===== src/rtl/osd_rect_overlay.sv =====
// -----------------------------------------------------------------------------
// osd_rect_overlay
//
// Draws one programmable rectangle (solid fill or outline) onto an Avalon-ST
// RGB video stream, one pixel per beat. Register values come from the OSD
// register bank conduit and are shadowed on every video-packet header beat, so
// CPU writes during a frame only take effect from the next frame.
//
// Optional feature macro: OSD_ALPHA_BLEND_EN
//   defined   : shadowed reg0 bit2 = 1 makes replaced pixels the per-channel
//               average of the incoming pixel and the colour.
//   undefined : reg0 bit2 is ignored; hit pixels take the colour exactly.
//
// Register map (reg i = conduit_signal[32*i+31:32*i]):
//   reg0 : bit0 enable, bit1 mode (0 fill, 1 border), bit2 blend
//   reg1 : x_start[15:0], x_end[31:16]
//   reg2 : y_start[15:0], y_end[31:16]
//   reg3 : colour[DATA_WIDTH-1:0]
//   reg4 : border thickness[3:0]
//   reg5 : line width in pixels[15:0] (0 means 65536)
//
// Ports:
//   clk, rst_n            : clock, synchronous active-low reset
//   conduit_signal        : flattened register vector from the register bank
//   din_*                 : Avalon-ST sink (data, valid, sop, eop, ready)
//   dout_*                : Avalon-ST source (data, valid, sop, eop, ready)
//
// Handshake: a beat moves on valid && ready. The block has a single output
// register; din_ready = dout_ready || !dout_valid, so a beat is accepted
// whenever the output register is empty or being drained this cycle, and the
// dout_* signals hold steady while dout_valid && !dout_ready.
//
// FSM state is held in state_q (type state_t) for hierarchical observation.
// -----------------------------------------------------------------------------
module osd_rect_overlay #(
  parameter int ADDR_WIDTH = 3,
  parameter int DATA_WIDTH = 24
) (
  input  logic                           clk,
  input  logic                           rst_n,
  input  logic [(1<<(ADDR_WIDTH+5))-1:0] conduit_signal,
  input  logic [DATA_WIDTH-1:0]          din_data,
  input  logic                           din_valid,
  input  logic                           din_startofpacket,
  input  logic                           din_endofpacket,
  output logic                           din_ready,
  output logic [DATA_WIDTH-1:0]          dout_data,
  output logic                           dout_valid,
  output logic                           dout_startofpacket,
  output logic                           dout_endofpacket,
  input  logic                           dout_ready
);

  localparam int CH_W = DATA_WIDTH / 3;

  typedef enum logic [1:0] {
    ST_IDLE  = 2'd0,
    ST_VIDEO = 2'd1,
    ST_PASS  = 2'd2
  } state_t;

  state_t state_q, state_d;

  // ---------------------------------------------------------------------------
  // Handshake
  // ---------------------------------------------------------------------------
  logic in_fire;
  assign din_ready = dout_ready || !dout_valid;
  assign in_fire   = din_valid && din_ready;

  // Only some conduit bits are meaningful; the rest are deliberately ignored.
  logic unused_conduit;
  assign unused_conduit = ^conduit_signal;

  // ---------------------------------------------------------------------------
  // Shadow registers, loaded on a video header beat
  // ---------------------------------------------------------------------------
  logic                  shadow_load;
  logic                  sh_en, sh_mode;
  logic [15:0]           sh_xs, sh_xe, sh_ys, sh_ye, sh_w;
  logic [3:0]            sh_t;
  logic [DATA_WIDTH-1:0] sh_colour;

  always_ff @(posedge clk) begin
    if (!rst_n) begin
      sh_en     <= 1'b0;
      sh_mode   <= 1'b0;
      sh_xs     <= '0;
      sh_xe     <= '0;
      sh_ys     <= '0;
      sh_ye     <= '0;
      sh_w      <= '0;
      sh_t      <= '0;
      sh_colour <= '0;
    end else if (shadow_load) begin
      sh_en     <= conduit_signal[0];
      sh_mode   <= conduit_signal[1];
      sh_xs     <= conduit_signal[32*1 +: 16];
      sh_xe     <= conduit_signal[32*1+16 +: 16];
      sh_ys     <= conduit_signal[32*2 +: 16];
      sh_ye     <= conduit_signal[32*2+16 +: 16];
      sh_colour <= conduit_signal[32*3 +: DATA_WIDTH];
      sh_t      <= conduit_signal[32*4 +: 4];
      sh_w      <= conduit_signal[32*5 +: 16];
    end
  end

`ifdef OSD_ALPHA_BLEND_EN
  logic sh_blend;
  always_ff @(posedge clk) begin
    if (!rst_n) begin
      sh_blend <= 1'b0;
    end else if (shadow_load) begin
      sh_blend <= conduit_signal[2];
    end
  end
`endif

  // ---------------------------------------------------------------------------
  // FSM: state register + next-state / control decode
  // ---------------------------------------------------------------------------
  logic cnt_clear, cnt_adv, pix_beat;

  always_ff @(posedge clk) begin
    if (!rst_n) begin
      state_q <= ST_IDLE;
    end else begin
      state_q <= state_d;
    end
  end

  always_comb begin
    state_d     = state_q;
    shadow_load = 1'b0;
    cnt_clear   = 1'b0;
    cnt_adv     = 1'b0;
    pix_beat    = 1'b0;
    if (in_fire) begin
      if (din_startofpacket) begin
        // A header always restarts parsing, even if the previous packet
        // never delivered its EOP.
        if (din_endofpacket) begin
          state_d = ST_IDLE;
        end else if (din_data[3:0] == 4'd0) begin
          state_d     = ST_VIDEO;
          shadow_load = 1'b1;
          cnt_clear   = 1'b1;
        end else begin
          state_d = ST_PASS;
        end
      end else begin
        if (state_q == ST_VIDEO) begin
          pix_beat = 1'b1;
          cnt_adv  = 1'b1;
        end
        // EOP beat is handled under the current state's rule above first.
        if (din_endofpacket) begin
          state_d = ST_IDLE;
        end
      end
    end
  end

  // ---------------------------------------------------------------------------
  // Pixel position counters
  // ---------------------------------------------------------------------------
  logic [15:0] x_q, y_q;
  logic [16:0] w_last;
  logic        x_wrap;

  // Width 0 stands for 65536 pixels, so the last column index is 0xFFFF.
  assign w_last = (sh_w == 16'd0) ? 17'h0FFFF : ({1'b0, sh_w} - 17'd1);
  assign x_wrap = ({1'b0, x_q} == w_last);

  always_ff @(posedge clk) begin
    if (!rst_n) begin
      x_q <= '0;
      y_q <= '0;
    end else if (cnt_clear) begin
      x_q <= '0;
      y_q <= '0;
    end else if (cnt_adv) begin
      if (x_wrap) begin
        x_q <= '0;
        if (y_q != 16'hFFFF) begin
          y_q <= y_q + 16'd1;
        end
      end else begin
        x_q <= x_q + 16'd1;
      end
    end
  end

  // ---------------------------------------------------------------------------
  // Hit test. Everything is widened to 17 bits and the "end - t" side is
  // rewritten as "pos + t > end" so no compare can wrap around.
  // ---------------------------------------------------------------------------
  logic [16:0] x17, y17, xs17, xe17, ys17, ye17, t17;
  logic        in_rect, on_border, hit;

  assign x17  = {1'b0, x_q};
  assign y17  = {1'b0, y_q};
  assign xs17 = {1'b0, sh_xs};
  assign xe17 = {1'b0, sh_xe};
  assign ys17 = {1'b0, sh_ys};
  assign ye17 = {1'b0, sh_ye};
  assign t17  = {13'd0, sh_t};

  // An inverted range (end < start) can never satisfy both bounds.
  assign in_rect   = (x17 >= xs17) && (x17 <= xe17) &&
                     (y17 >= ys17) && (y17 <= ye17);
  assign on_border = (x17 < xs17 + t17) || (x17 + t17 > xe17) ||
                     (y17 < ys17 + t17) || (y17 + t17 > ye17);
  assign hit       = pix_beat && sh_en && in_rect && (!sh_mode || on_border);

  // ---------------------------------------------------------------------------
  // Replacement pixel
  // ---------------------------------------------------------------------------
  logic [DATA_WIDTH-1:0] repl_pix;

`ifdef OSD_ALPHA_BLEND_EN
  logic [DATA_WIDTH-1:0] blend_pix;
  logic [CH_W:0]         ch_sum;

  always_comb begin
    blend_pix = '0;
    ch_sum    = '0;
    for (int c = 0; c < 3; c++) begin
      ch_sum = {1'b0, din_data[c*CH_W +: CH_W]} + {1'b0, sh_colour[c*CH_W +: CH_W]};
      blend_pix[c*CH_W +: CH_W] = ch_sum[CH_W:1];
    end
  end

  assign repl_pix = sh_blend ? blend_pix : sh_colour;
`else
  assign repl_pix = sh_colour;
`endif

  // ---------------------------------------------------------------------------
  // Output register stage
  // ---------------------------------------------------------------------------
  always_ff @(posedge clk) begin
    if (!rst_n) begin
      dout_valid         <= 1'b0;
      dout_data          <= '0;
      dout_startofpacket <= 1'b0;
      dout_endofpacket   <= 1'b0;
    end else if (din_ready) begin
      dout_valid <= din_valid;
      if (din_valid) begin
        dout_data          <= hit ? repl_pix : din_data;
        dout_startofpacket <= din_startofpacket;
        dout_endofpacket   <= din_endofpacket;
      end
    end
  end

endmodule


===== config.mk =====
export PLATFORM = sky130hd
export DESIGN_NAME = osd_rect_overlay
export DESIGN_NICKNAME = d
export VERILOG_FILES = /design/src/rtl/osd_rect_overlay.sv
export SDC_FILE = /design/constraint.sdc
export NUM_CORES = 1
export LEC_CHECK = 0
export CAP_MARGIN = 15
export CORE_UTILIZATION = 54
export CTS_CLUSTER_SIZE = 24
export DETAILED_ROUTE_END_ITERATION = 8
export HOLD_SLACK_MARGIN = 0.02
export PLACE_DENSITY = 0.88
export SYNTH_ARGS = -nofsm -noshare
export SYNTH_HDL_FRONTEND = slang
export SYNTH_SLANG_ARGS = --single-unit

===== constraint.sdc =====
create_clock -name clk -period 9.5 [get_ports clk]
set_clock_uncertainty 0.2 [all_clocks]
set_input_delay 0.95 -clock clk [delete_from_list [all_inputs] [get_ports clk]]
set_output_delay 0.95 -clock clk [all_outputs]
set_load 0.01 [all_outputs]

Word-level counts from Yosys, hierarchy flattened

Index checks and enable logic that the tools add are counted.
Widths: inputs -> output; s select.

Register bits: 171
Bits of input ports: 286
Output and inout port bits: 28
Logic and storage cells: 70

Add/sub/neg operators: 7
Order comparisons: 8
Eq/ne operators: 3
Mux-type cells: 14
Bitwise operators: 1
Reduce and logical (&&, ||, !) cells: 21

Operator list:

| kind                  | count |
|---|---|
| $add 16x4->17         | 4 |
| $gt 17x16->1          | 2 |
| $lt 16x17->1          | 2 |
| $add 16x1->16 const B | 2 |
| $ge 16x16->1          | 2 |
| $le 16x16->1          | 2 |
| $mux 24               | 1 |
| $eq 16x17->1          | 1 |
| $mux 17               | 1 |
| $sub 16x1->17 const B | 1 |
| $logic_not 16->1      | 1 |
| $mux 16               | 1 |
| $ne 16x16->1 const B  | 1 |
| $mux 2                | 4 |
| $logic_and 1x1->1     | 7 |
| $mux 1                | 7 |
| $logic_or 1x1->1      | 5 |
| $logic_not 4->1       | 1 |
| $reduce_and 2->1      | 2 |
| $reduce_and 3->1      | 1 |
| $eq 2x1->1 const B    | 1 |
| $logic_not 1->1       | 2 |
| $reduce_bool 2->1     | 1 |
| $reduce_or 2->1       | 1 |
| $not 1->1             | 1 |

Depth between registers and ports, before layout

Gate-level depths: netlist of the first run.

Depth in word-level cells: 8
Mapped depth: 18
Depth with buffers taken out: 17

Least setup slack after synthesis of the first run

Ideal clock, no wire load.

Path kind: register -> register
From: reg y_q[0]
To: reg dout_data[10]
Setup time: 0.119 ns
Arrival: 3.913 ns
Required time: 9.181 ns
Setup slack: 5.269 ns
Cell stages (with the launch flop): 17
Buffers on the path: 1
Period minus slack after synthesis: 4.231 ns
Cells stage by stage: dfxtp_1 ha_1 fa_1 a21o_1 a21oi_1 nor2_1 xor2_1 ha_1 a21oi_1 o21ai_0 a2111oi_0 a21oi_1 o41ai_1 and4_1 o21ai_0 clkbuf_1 o221a_2

Longest elaborated chain between the ends: 6
Elaborated cells between the ends (all ways): 13
Classes of those cells: add/sub (1); order compare (4); mux (1); reduce/logical (7)

RTL lines:

| item                                                  | RTL line | RTL |
|---|---|---|
| start: declaration                                    | 167      | `logic [15:0] x_q, y_q;` |
| start signal: assignment                              | 186      | `y_q <= y_q + 16'd1;` |
| $add 16x4->17, or another cell as far along           | 213      | `(y17 < ys17 + t17) \|\| (y17 + t17 > ye17);` |
| $gt 17x16->1, or another cell as far along            | 213      |  |
| $logic_or 1x1->1 or $logic_and 1x1->1 (tied branches) | 213, 211 |  |
| $logic_or 1x1->1 or $logic_and 1x1->1 (tied branches) | 214      | `assign hit = pix_beat && sh_en && in_rect && (!sh_mode \|\| on_border);` |
| $logic_and 1x1->1 *                                   | 214      |  |
| $mux 24 *                                             | 251      | `dout_data <= hit ? repl_pix : din_data;` |
| end signal: assignment                                | 251      |  |
| end: declaration                                      | 47       | `output logic [DATA_WIDTH-1:0] dout_data,` |

Mark *: on every way between the ends. The rest lies on a longest branch, timed or not.
A chain may end at the register's enable or synchronous reset.

Final worst setup path of the first run

From: reg sh_t[1]
To: reg dout_data[23]

Longest elaborated chain between the ends: 8
Elaborated cells between the ends (all ways): 14
Classes of those cells: add/sub (4); order compare (4); mux (1); reduce/logical (5)

RTL lines:

| item                                         | RTL line | RTL |
|---|---|---|
| start: declaration                           | 81       | `logic [3:0] sh_t;` |
| start signal: assignment                     | 103      | `sh_t <= conduit_signal[32*4 +: 4];` |
| $add 16x4->17                                | 212      | `assign on_border = (x17 < xs17 + t17) \|\| (x17 + t17 > xe17) \|\|` |
| $lt 16x17->1 or $gt 17x16->1 (tied branches) | 212      |  |
| $logic_or 1x1->1 (2 in a row)                | 212      |  |
| $logic_or 1x1->1 *                           | 213      |  |
| $logic_or 1x1->1 *                           | 214      |  |
| $logic_and 1x1->1 *                          | 214      |  |
| $mux 24 *                                    | 251      |  |

Marks and branches as above.

==> impl_metrics.env, run 1 <==
export IMPL_crit_path_start="sh_t[1]"
export IMPL_synthDistinctLibCells=71
export IMPL_synth_warnings=0
export IMPL_synth_flop_cell="dfxtp_1"
export IMPL_netlist_area_um2=11740
export IMPL_fin_crit_sh_pct=58.71
export IMPL_p_per_area_nw_per_um2=111.2
export IMPL_timing_rr_start="sh_t[1]"
export IMPL_rsz0062_at_grt="no"
export IMPL_ys_ff_latch=171
export IMPL_drive_gt1_share_pct=4.877
export IMPL_dp_hpwl_um=23510
export IMPL_drt_pass1_iterations=6
export IMPL_grt_max_degree=130
export IMPL_final_max_slew_violation_count=0
export IMPL_cts_made_buffers=17
export IMPL_grt_usage_pct=28.67
export IMPL_cts_setup_buffers=0
export IMPL_die_area_um2=22330
export IMPL_maxCapViolations=0
export IMPL_io_buffers=167
export IMPL_syn_num_nets=1883
export IMPL_path_max_fanout=20
export IMPL_timing_rr_end="dout_data[23]"
export IMPL_nets=2002
export IMPL_htree_levels=4
export IMPL_grt_pass1_wl_um=51140
export IMPL_ys_top_cells_by_area="dfxtp_1, ha_1, nand2_1, a21boi_0, xnor2_1"
export IMPL_initial_core_util_pct=55.49
export IMPL_dieHeight_um=149.4
export IMPL_overflow=0
export IMPL_place_congestion=0.9206
export IMPL_antenna_left=0
export IMPL_path_class="flop to flop"
export IMPL_finalSetupTns_ps=0
export IMPL_vias_per_cell=5.876
export IMPL_yosysSeqAreaShare_pct=29.17
export IMPL_critPathLaunchType="flop"
export IMPL_p_leak_nw=5.311
export IMPL_clockRootBuffer="clkbuf_16"
export IMPL_cts_sinks=171
export IMPL_vias=10894
export IMPL_syn2layout_area_growth_pct=20.09
export IMPL_period_needed_ps=5577
export IMPL_worstMarginPinSlew_ps=1063
export IMPL_ctsHoldBuffers=0
export IMPL_routed_wl_um=31160
export IMPL_regToRegSetupSlack_ps=3920
export IMPL_use_met3_pct=7.988
export IMPL_met2_usage_pct=47.25
export IMPL_async_flop_share_pct=0
export IMPL_grtUsageMet1_pct=36.19
export IMPL_fin_cells=1854
export IMPL_yosys_area_top_type="dfxtp_1"
export IMPL_vdd_ir_drop_max_v=0.0001287
export IMPL_endpoint="dout_data[23]"
export IMPL_place_inst=1823
export IMPL_setup_violations_final=0
export IMPL_min_path_type="flop to flop"
export IMPL_rows=53
export IMPL_timing_fmax_ghz=0.1793
export IMPL_clock_path_buffers=2
export IMPL_netlist_instances=1448
export IMPL_worstRegToRegCells=16
export IMPL_pin_count=314
export IMPL_crit_arrival_ps=5760
export IMPL_clk_pin_slew_worst_paths_ps=70
export IMPL_core_area_um2=21150
export IMPL_first_global_vias=10506
export IMPL_cts_tree="built"
export IMPL_top_usage_layer="met2"
export IMPL_initialDrtViolationCount=708
export IMPL_final_util_pct=66.64
export IMPL_syn_area_per_cell_um2=8.106
export IMPL_drcViolationCount=0
export IMPL_finalHoldViolCount=0
export IMPL_endpoint_kind="flop"
export IMPL_outcome="completed"
export IMPL_antenna_found_initial=0
export IMPL_synth_top_area_share_pct=29.17
export IMPL_cts_repair_resized=0
export IMPL_wl_per_cell_um=16.81
export IMPL_clock_latency_ps=440
export IMPL_dieWidth_um=149.4
export IMPL_worstHoldStart="sh_ye[15]"
export IMPL_synth_edf_count=0
export IMPL_required_ps=9680
export IMPL_slew_headroom_pct=29.14
export IMPL_diodes=0
==> worst min-delay path by stage <==
stage | depth (start not counted) | end
2_1_floorplan | 2 | sh_xe[10]
6_report | 2 | sh_ye[15]
5_1_grt | 2 | repl_pix[13]
4_1_cts | 2 | sh_ye[15]
3_3_place_gp | 2 | repl_pix[17]
3_5_place_dp | 2 | sh_ye[15]
==> power breakdown <==
group,total (mW),internal (mW),switching [mW]
clock network,0.687,0.350,0.337
logic,0.147,0.0929,0.0537
registers,0.735,0.727,0.00754
==> metrics by stage <==
step	hold WS (ps)	worst slack (ps)	area [um2]	total power, mW
after detailed placement	257.0	4049	13530	0.8965
after global placement	254.5	4212	13530	0.8937
final	262.8	3923	14100	1.568
after floorplan	243.5	5269	11740	0.8054
after global routing	289.6	3689	14100	1.617
after CTS	266.9	4017	14100	1.575
==> final cells by class <==
cell class,count,area [um2]
Multi-Input combinational cell,1122,7737
Sequential cell,171,3423
Clock buffer,17,425.4
Inverter,82,307.8
Fill cell,1716,7058
Tap cell,275,344.1
Clock inverter,14,143.9
Timing Repair Buffer,173,1714
==> logic make-up (layout without fill, tap and decap cells) <==
| family | Yosys count | count (layout) | synth area share [%] |
|---|---|---|---|
| mux | 5 | 5 | 0.4371 |
| xor+xnor | 90 | 90 | 6.716 |
| buf+inv | 155 | 286 | 4.978 |
| simple gates | 531 | 531 | 21.31 |
| compound gates | 347 | 347 | 21.26 |
| flops | 171 | 171 | 29.17 |
| fa+ha+maj | 149 | 149 | 16.14 |
==> state kept, by name, summed over array words and instances, names as in the netlist, 2 cells and up <==
register	flops
dout_data	24
repl_pix	24
sh_w	16
sh_xe	16
sh_xs	16
sh_ye	16
sh_ys	16
x_q	16
y_q	16
sh_t	4
state_q	2
==> synthesized netlist by cell type (4+ instances only) <==
cell / count
and3_1: 7
dfxtp_1: 171
nor2b_1: 11
a21oi_1: 60
o21ai_0: 38
a211oi_1: 9
xor2_1: 30
clkbuf_1: 69
a2111oi_0: 7
a31oi_1: 6
or2_2: 4
o221a_2: 20
nor4_1: 9
a21o_1: 14
o211a_1: 4
nand3_1: 32
and4_1: 5
o2111ai_1: 5
xnor2_1: 60
o21a_1: 28
nor3b_1: 4
inv_1: 82
or3_1: 10
o31ai_1: 13
and2_1: 7
or4_1: 10
nand4_1: 39
nor3_1: 24
nand2b_1: 12
o211ai_1: 6
mux2i_1: 4
ha_1: 145
nand2_1: 277
a21boi_0: 114
fa_1: 4
nor2_1: 65
==> worst max-delay path: stages, from the launching register on <==
cell and delay, ps:
dfxtp_1 640, ha_1 330, a21o_1 180, a21oi_1 220
nor2b_1 70, o21ai_0 420, nor3_1 110, xnor2_1 150
ha_1 290, and4_1 190, a221oi_1 260, o21ai_0 190
o311ai_0 560, a211oi_1 210, and4_1 350, o21ai_2 790
o221a_2 350
==> cells in the final DEF (no fill, tap or decap), types with 17 or more instances in the layout <==
master / n
nand3_1: 32
xor2_1: 30
clkbuf_16: 17
o21a_1: 28
clkdlybuf4s50_1: 166
a21oi_1: 60
a21boi_0: 114
nor2_1: 65
nand4_1: 39
xnor2_1: 60
o221a_2: 20
o21ai_0: 37
ha_1: 145
nand2_1: 277
inv_1: 82
nor3_1: 24
dfxtp_1: 171
==> metal layers <==
metal | vias to the layer above | share of wire [%]
li1 | 5355 | -
met1 | 5103 | 44
met2 | 392 | 45
met3 | 44 | 8.9
met4 | 0 | 2.0
met5 | - | 0
Note: power is estimated with default switching activity, not from simulation.
==> run 2: changes to the inputs <==
CORE_UTILIZATION = 50   (was 54)
PLACE_DENSITY = 0.82   (was 0.88)
clock period = 5.25 ns   (was 9.5 ns; I/O delays follow)
==> impl_metrics.env, run 2 (synthesis gave the netlist of run 1 again) <==
export IMPL_outcome="completed"
export IMPL_cts_setup_buffers=0
export IMPL_vdd_ir_drop_max_v=0.0001685
export IMPL_multiInputGateArea_um2=7734
export IMPL_vias_per_cell=5.733
export IMPL_crit_arrival_ps=5150
export IMPL_p_leak_nw=5.432
export IMPL_dieWidth_um=155.2
export IMPL_maxCapViolations=0
export IMPL_clock_latency_ps=440
export IMPL_first_global_vias=10810
export IMPL_cts_made_buffers=17
export IMPL_timing_fmax_ghz=0.2017
export IMPL_fin_cells=1912
export IMPL_met2_usage_pct=43.93
export IMPL_core_area_um2=22850
export IMPL_grt_usage_pct=27.22
export IMPL_required_ps=5440
export IMPL_worstMarginPinSlew_ps=1053
export IMPL_final_max_slew_violation_count=0
export IMPL_top_usage_layer="met2"
export IMPL_place_inst=1880
export IMPL_nets=2021
export IMPL_endpoint_kind="flop"
export IMPL_finalSetupTns_ps=0
export IMPL_clk_pin_slew_worst_paths_ps=80
export IMPL_finalHoldViolCount=0
export IMPL_n_fill_cell=1954
export IMPL_htree_levels=4
export IMPL_slew_headroom_pct=29.31
export IMPL_die_area_um2=24090
export IMPL_final_cell_mix="nand2_1, dfxtp_1, clkdlybuf4s50_1"
export IMPL_crit_top_cell="and4_1"
export IMPL_crit_chain="inv_1 > fa_1 > nor2b_1 > o31a_1 > nand4_1 > xnor2_1 > ha_1 > and4_1 > a221oi_1 > o21ai_0 > o311ai_0 > a211oi_1 > and4_1 > o21ai_1 > buf_4 > o221a_2"
export IMPL_clockRootBuffer="clkbuf_16"
export IMPL_drive_gt1_share_pct=6.004
export IMPL_period_needed_ps=4957
export IMPL_grt_pass1_wl_um=52620
export IMPL_path_class="flop to flop"
export IMPL_crit_path_start="sh_t[1]"
export IMPL_min_path_type="flop to flop"
export IMPL_cts_repair_resized=0
export IMPL_rsz0062_at_grt="no"
export IMPL_routed_wl_um=32170
export IMPL_cts_sinks=171
export IMPL_place_congestion=0.9399
export IMPL_dp_hpwl_um=24090
export IMPL_critPathSlowestCell="dfxtp_1"
export IMPL_wl_per_cell_um=16.83
export IMPL_diodes=0
export IMPL_setup_violations_final=0
export IMPL_pin_count=314
export IMPL_io_buffers=167
export IMPL_slowest_delay_ps=620
export IMPL_ctsHoldBuffers=0
export IMPL_use_met3_pct=8.217
export IMPL_antenna_found_initial=0
export IMPL_path_max_fanout=20
export IMPL_critPathLaunchType="flop"
export IMPL_seq_area_um2=3423
export IMPL_drcViolationCount=0
export IMPL_grtUsageMet1_pct=34.28
export IMPL_timing_rr_start="sh_t[1]"
export IMPL_antenna_left=0
export IMPL_initial_core_util_pct=51.37
export IMPL_clock_path_buffers=2
export IMPL_fin_crit_sh_pct=94.43
export IMPL_cts_tree="built"
export IMPL_final_util_pct=62.73
export IMPL_p_per_area_nw_per_um2=201.3
export IMPL_final_common_cell="nand2_1"
export IMPL_drt_pass1_iterations=8
export IMPL_worstHoldStart="sh_ye[5]"
export IMPL_grt_max_degree=86
export IMPL_syn2layout_area_growth_pct=22.10
export IMPL_dieHeight_um=155.2
export IMPL_initialDrtViolationCount=748
export IMPL_vias=10962
export IMPL_overflow=0
export IMPL_rows=55
-- run 2: layout make-up --
class                      instances  share of cell area, %
multi-input combinational       1122                  53.96
sequential                       171                  23.89
inverter                          82                  2.148
tap                              313                  2.733
clock inverter                    15                  1.257
clock buffer                      17                  2.968
timing repair buffer             192                  13.04
-- run 2: worst paths after layout --
path / to / cells after the start / slack (ps)
max reg2reg: dout_data[18] / 16 / 290
min: sh_ye[5] / 2 / 260
min reg2reg: sh_ye[5] / 2 / 260
max: dout_data[18] / 16 / 290
-- run 2: stage by stage --
stage          worst slack, ps  hold slack, ps  total power, mW  area (um2)
4_1_cts                  347.3           267.6            2.909       14330
3_3_place_gp             423.9           251.3            1.617       13730
5_1_grt                  19.08           286.3            2.979       14330
6_report                 292.6           264.9            2.885       14330
3_5_place_dp             370.0           257.7            1.621       13730
2_1_floorplan             1019           243.5            1.457       11740
-- run 2: power breakdown --
group,leakage (nW),internal [mW],switching (mW)
logic,3.75,0.168,0.0975
registers,1.38,1.32,0.0123
clock network,0.298,0.651,0.642
-- run 2: worst max-delay path: cells and delay by family, from the launching register on --
family                     cells  cell delay, ps
AOI/OAI and AO/OA              7            1810
xor gates and xnor gates       1             160
adders and majority gates      2             790
buffers and inverters          2             480
DFF                            1             620
and+or+nand+nor                4             830
-- run 2: layer usage --
| layer | wire, um | vias up |
|---|---|---|
| li1 | - | 5400 |
| met1 | 14060 | 5076 |
| met2 | 14470 | 408 |
| met3 | 2790 | 78 |
| met4 | 851 | 0 |
| met5 | 0 | - |
